[config.mk]
export PLATFORM = sky130hd
export DESIGN_NAME = regfile_scoreboard
export DESIGN_NICKNAME = d
export VERILOG_FILES = /design/src/rtl/regbank_pkg.sv /design/src/rtl/regfile_scoreboard.sv
export SDC_FILE = /design/constraint.sdc
export NUM_CORES = 2
export LEC_CHECK = 0
export CAP_MARGIN = 10
export CELL_PAD_IN_SITES_DETAIL_PLACEMENT = 1
export CELL_PAD_IN_SITES_GLOBAL_PLACEMENT = 2
export CORE_MARGIN = 2
export CORE_UTILIZATION = 50
export DETAILED_ROUTE_END_ITERATION = 10
export PLACE_DENSITY_LB_ADDON = 0.15
export SLEW_MARGIN = 40
export SYNTH_ARGS = -nofsm -noshare
export SYNTH_HDL_FRONTEND = slang
export SYNTH_SLANG_ARGS = --single-unit
[constraint.sdc]
create_clock -name clk -period 8.4 [get_ports clk]
set_clock_uncertainty 0.05 [all_clocks]
set_input_delay 2.52 -clock clk [delete_from_list [all_inputs] [get_ports clk]]
set_output_delay 2.52 -clock clk [all_outputs]
set_load 0.02 [all_outputs]
[src/rtl/regbank_pkg.sv]
// Shared constants for the register bank / scoreboard block.
package regbank_pkg;

  localparam int DEF_DATA_W = 32;
  localparam int DEF_ADDR_W = 5;

  // One extra bit so the count can reach DEPTH without wrapping.
  function automatic int busy_cnt_w(input int addr_w);
    return addr_w + 1;
  endfunction

endpackage

[src/rtl/regfile_scoreboard.sv]
// Register file with write-first bypass and a per-register busy scoreboard
// for issue-time reservations, cleared by writeback.
module regfile_scoreboard
  import regbank_pkg::*;
#(
  parameter int DATA_W   = DEF_DATA_W,
  parameter int ADDR_W   = DEF_ADDR_W,
  parameter int ZERO_REG = 0
) (
  input  logic                          clk,
  input  logic                          rst,
  input  logic                          wr_en,
  input  logic [ADDR_W-1:0]             wa,
  input  logic [DATA_W-1:0]             din,
  input  logic [ADDR_W-1:0]             ra1,
  input  logic [ADDR_W-1:0]             ra2,
  output logic [DATA_W-1:0]             dr1,
  output logic [DATA_W-1:0]             dr2,
  output logic                          busy1,
  output logic                          busy2,
  input  logic                          rsv_en,
  input  logic [ADDR_W-1:0]             rsv_addr,
  output logic                          rsv_ack,
  output logic [busy_cnt_w(ADDR_W)-1:0] busy_cnt
);

  localparam int DEPTH = 2 ** ADDR_W;
  localparam int CNT_W = busy_cnt_w(ADDR_W);
  localparam bit ZR    = (ZERO_REG != 0);

  logic [DATA_W-1:0] regs [DEPTH];
  logic [DEPTH-1:0]  busy;
  logic [DEPTH-1:0]  busy_nxt;

  logic wa_zero, ra1_zero, ra2_zero, rsv_zero;
  logic wr_live, bus_clr, bus_set;
  logic hit1, hit2, hit_rsv;

  assign wa_zero  = ZR && (wa == '0);
  assign ra1_zero = ZR && (ra1 == '0);
  assign ra2_zero = ZR && (ra2 == '0);
  assign rsv_zero = ZR && (rsv_addr == '0);

  assign wr_live = wr_en && !wa_zero;
  assign hit1    = wr_live && (wa == ra1);
  assign hit2    = wr_live && (wa == ra2);
  assign hit_rsv = wr_en && (wa == rsv_addr);

  // Reads: hardwired zero first, then same-cycle writeback bypass, then storage.
  always_comb begin
    dr1 = regs[ra1];
    if (ra1_zero)  dr1 = '0;
    else if (hit1) dr1 = din;
    dr2 = regs[ra2];
    if (ra2_zero)  dr2 = '0;
    else if (hit2) dr2 = din;
  end

  assign busy1 = busy[ra1] && !hit1 && !ra1_zero;
  assign busy2 = busy[ra2] && !hit2 && !ra2_zero;

  assign rsv_ack = !rst && rsv_en && (!busy[rsv_addr] || hit_rsv || rsv_zero);

  // Only a writeback that actually retires a busy bit counts as a clear.
  assign bus_clr = wr_live && busy[wa];
  assign bus_set = rsv_ack && !rsv_zero;

  always_comb begin
    busy_nxt = busy;
    if (bus_clr) busy_nxt[wa] = 1'b0;
    if (bus_set) busy_nxt[rsv_addr] = 1'b1;
  end

  always_ff @(posedge clk) begin
    if (rst) begin
      for (int i = 0; i < DEPTH; i++) regs[i] <= '0;
    end else if (wr_live) begin
      regs[wa] <= din;
    end
  end

  always_ff @(posedge clk) begin
    if (rst) begin
      busy     <= '0;
      busy_cnt <= '0;
    end else begin
      busy <= busy_nxt;
      case ({bus_set, bus_clr})
        2'b10:   busy_cnt <= busy_cnt + CNT_W'(1);
        2'b01:   busy_cnt <= busy_cnt - CNT_W'(1);
        default: busy_cnt <= busy_cnt;
      endcase
    end
  end

endmodule

==> flow_summary_export.csv <==
group,metric,value,unit
outcome,run_status,"finished, final reports clean",
global_route,top_usage_layer,"met2",
critical_path,arrival,5450,ps
critical_path,cpLargestDelayFamily,"multiplexers",
clock_network,clock-sinks,1062,
sta,layout_setup_ws,381,ps
sta,worst_pin_slew,927,ps
global_route,grt_max_degree,66,
global_route,grt_use_met3,7.35,%
place,dp_hpwl,129,mm
sta,hold_slack,499,ps
power,pwr-share-clk,39.3,%
final_layout,stdcell_count,5316,
clock_network,cts.path.max_buffers,3,
floorplan,die_w,344,µm
routing,num_vias,37100,
routing,routed_wl,211,mm
synthesis,ys.flop_type,"edfxtp_1",
sta,max-slew-margin-rel,38.0,%
power,p_int,9910,µW
worst_hold_path,hold_class,"flip-flop to flip-flop",
job,max_cap_violations,0,
synthesis,synth.cell_area,57800,µm²
synthesis,syn_nets,3711,
synthesis,post_synth_fa_ha_maj_area_fraction,0.0649,%
synthesis,ys_top_cells_by_area,"edfxtp_1 53%, mux4_2 26%, and2_1 11%",
global_route,grt_pass1_wl,298,mm
synthesis,synth_top_family_by_area,"multiplexers",
final_layout,multi_input_area,25200,µm²
sta,post-route-period-util,95.5,%
critical_path,worst-path-max-fanout,27,
routing,routed_via_density,6.99,
clock_network,cts_resized,0,
floorplan,io_pins,129,
sta,tns,0,ps
routing,drtAntennaViolNets,0,
clock_network,postCtsSetupRepairBufs,0,
clock_network,clock_latency,720,ps
synthesis,synth_xor_area_share,0.288,%
synthesis,syn-instance-count,3652,
place,io_buffer_count,128,
sta,rsz0062_at_grt,"no",
critical_path,worstPathBufferInverterCount,3,
synthesis,yosys_warnings,0,
synthesis,async_flop_share,0,%
floorplan,die_h,344,µm
global_route,met1_usage,47.8,%
routing,drtIter0Drc,5374,
synthesis,syn_area_per_cell,15.8,µm²
final_layout,fillers,10200,
sta,fmax,125,MHz
final_layout,layout.nets,3757,
critical_path,worstSetupPathType,"input pin to output port",
critical_path,cpMostUsedCell,"mux4_2",
clock_network,cts_hold_buf,0,
floorplan,die-area,118000,µm²
synthesis,synth_common_cells,"1024 x and2_1, 1024 x edfxtp_1, 676 x mux4_2",
global_route,grt_pass1_vias,39100,
synthesis,ys_seq_area_share,54.5,%
synthesis,yosysTopAreaCellShare,53.2,%
synthesis,synth_compound_gate_area_share,1.88,%
clock_network,cts_htree_levels,3,
global_route,antenna_found_initial,18,
sta,fin_crit,8020,ps
place,dp_slack,377,ps
final_layout,layout-drive-gt1-share,30.3,%
synthesis,synth-seq-cells,1062,
critical_path,crit_chain,"buf_8, buf_12, mux4_2, mux4_2, mux2i_1, o21ai_1, clkdlybuf4s50_1",
sta,maxSlewViolCount,0,
critical_path,critPathSlowestCell,"clkdlybuf4s50_1",
synthesis,synth-edff-count,1024,
routing,wl_per_cell,39.7,µm
power,power_density,201,nW/µm²
power,power_leakage,0.0222,µW
final_layout,register_area,31500,µm²
synthesis,ys_types,42,
routing,drc,0,
power,switching_share,25.5,%
synthesis,synth_top_area_cell,"edfxtp_1",
power,p_seq_share,46.9,%
clock_network,clk_pin_slew,60,ps
power,p_comb_share,13.8,%
power,ir_worst_vdd,0.177,mV
sta,hold_viol_final,0,
global_route,grtUsageTotal,36.1,%
place,dp.cells,5094,
critical_path,startpoint_type,"input pin",
floorplan,core_area,115000,µm²
final_layout,area_delta_synth_final,14.4,%
clock_network,cts_tree,"done",
synthesis,synthMuxAreaShare,27.5,%
place,finalWeightedCongestion,0.841,
global_route,overflow,0,
routing,dr.pass1.iters,5,
critical_path,required,5830,ps
clock_network,cts-root-buf,"clkbuf_16",
global_route,grtUsageMet2,58.2,%
floorplan,start_util,50.5,%
clock_network,numCtsBuffers,114,
floorplan,rows,124,
sta,setup_viol,0,
synthesis,synth_simple_gate_area_share,12.7,%
critical_path,slowest_delay,570,ps
critical_path,end_kind,"output port",
power,p_switching,3400,µW
final_layout,fin_util,57.7,%
==> layout by cell type, fill, tap and decap left out, types with 25 or more instances in the layout <==
cell / instances
mux4_2: 676
dfxtp_1: 38
o21ai_0: 25
buf_12: 46
buf_4: 142
edfxtp_1: 1024
o21ai_1: 64
o311ai_0: 32
clkdlybuf4s50_1: 109
clkinv_1: 27
and2_1: 1024
o21ai_4: 32
clkbuf_16: 116
nand2_1: 92
mux2i_1: 69
nor2_4: 32
==> registers in the layout, summed over array words and instances, names as in the netlist <==
name and cells:
busy_cnt 6, busy 32, regs 1024
==> through the flow <==
| stage | total power, µW | cell area [µm²] |
|---|---|---|
| final | 13300 | 66100 |
| after global placement | 8090 | 61900 |
| after floorplan | 7360 | 57800 |
| after CTS | 13300 | 66100 |
| after detailed placement | 8160 | 62300 |
| after global routing | 13600 | 66100 |
==> layout make-up <==
type,count,area share (%)
Sequential cell,1062,47.7
Tap cell,1512,2.86
Multi-Input combinational cell,2179,38.1
Inverter,3,0.0246
Antenna cell,7,0.0265
Clock inverter,77,1.20
Clock buffer,138,4.53
Timing Repair Buffer,338,5.59
==> power by group through the flow <==
stage	Combinational, µW	Clock, µW	Sequential [µW]
2_1_floorplan	1070	0	6290
3_3_place_gp	1780	0	6300
3_5_place_dp	1820	0	6340
4_1_cts	1830	5260	6240
5_1_grt	1900	5440	6270
6_report	1840	5230	6240
==> cell families (layout without fill, tap and decap cells) <==
family / count (synthesis) / after routing
and+or+nand+nor: 1229 / 1229
DFF: 1062 / 1062
muxes: 746 / 746
buffers and inverters: 411 / 556
AOI/OAI and AO/OA: 182 / 182
xor gates and xnor gates: 19 / 19
adders and majority gates: 3 / 3
other: 0 / 7
==> layer usage <==
layer  vias up  share of wire, %
met4         4               4.9
met1     19800                36
met5         -             0.014
li1      14300                 -
met2      2512                48
met3       537                10
==> worst min-delay path: stages, from the launching register on <==
cell and delay [ps]:
dfxtp_1 340, o311ai_0 100, o21ai_1 70
==> final timing paths <==
kind | start | to | slack (ps) | cells past startpoint
setup reg to reg | busy[11] | busy_cnt[4] | 4480 | 14
setup / recovery | ra1[0] | dr1[10] | 380 | 7
hold reg to reg | busy[30] | busy[30] | 500 | 2
hold / removal | busy[30] | busy[30] | 500 | 2
No activity file was read; power rests on OpenSTA's default activity.
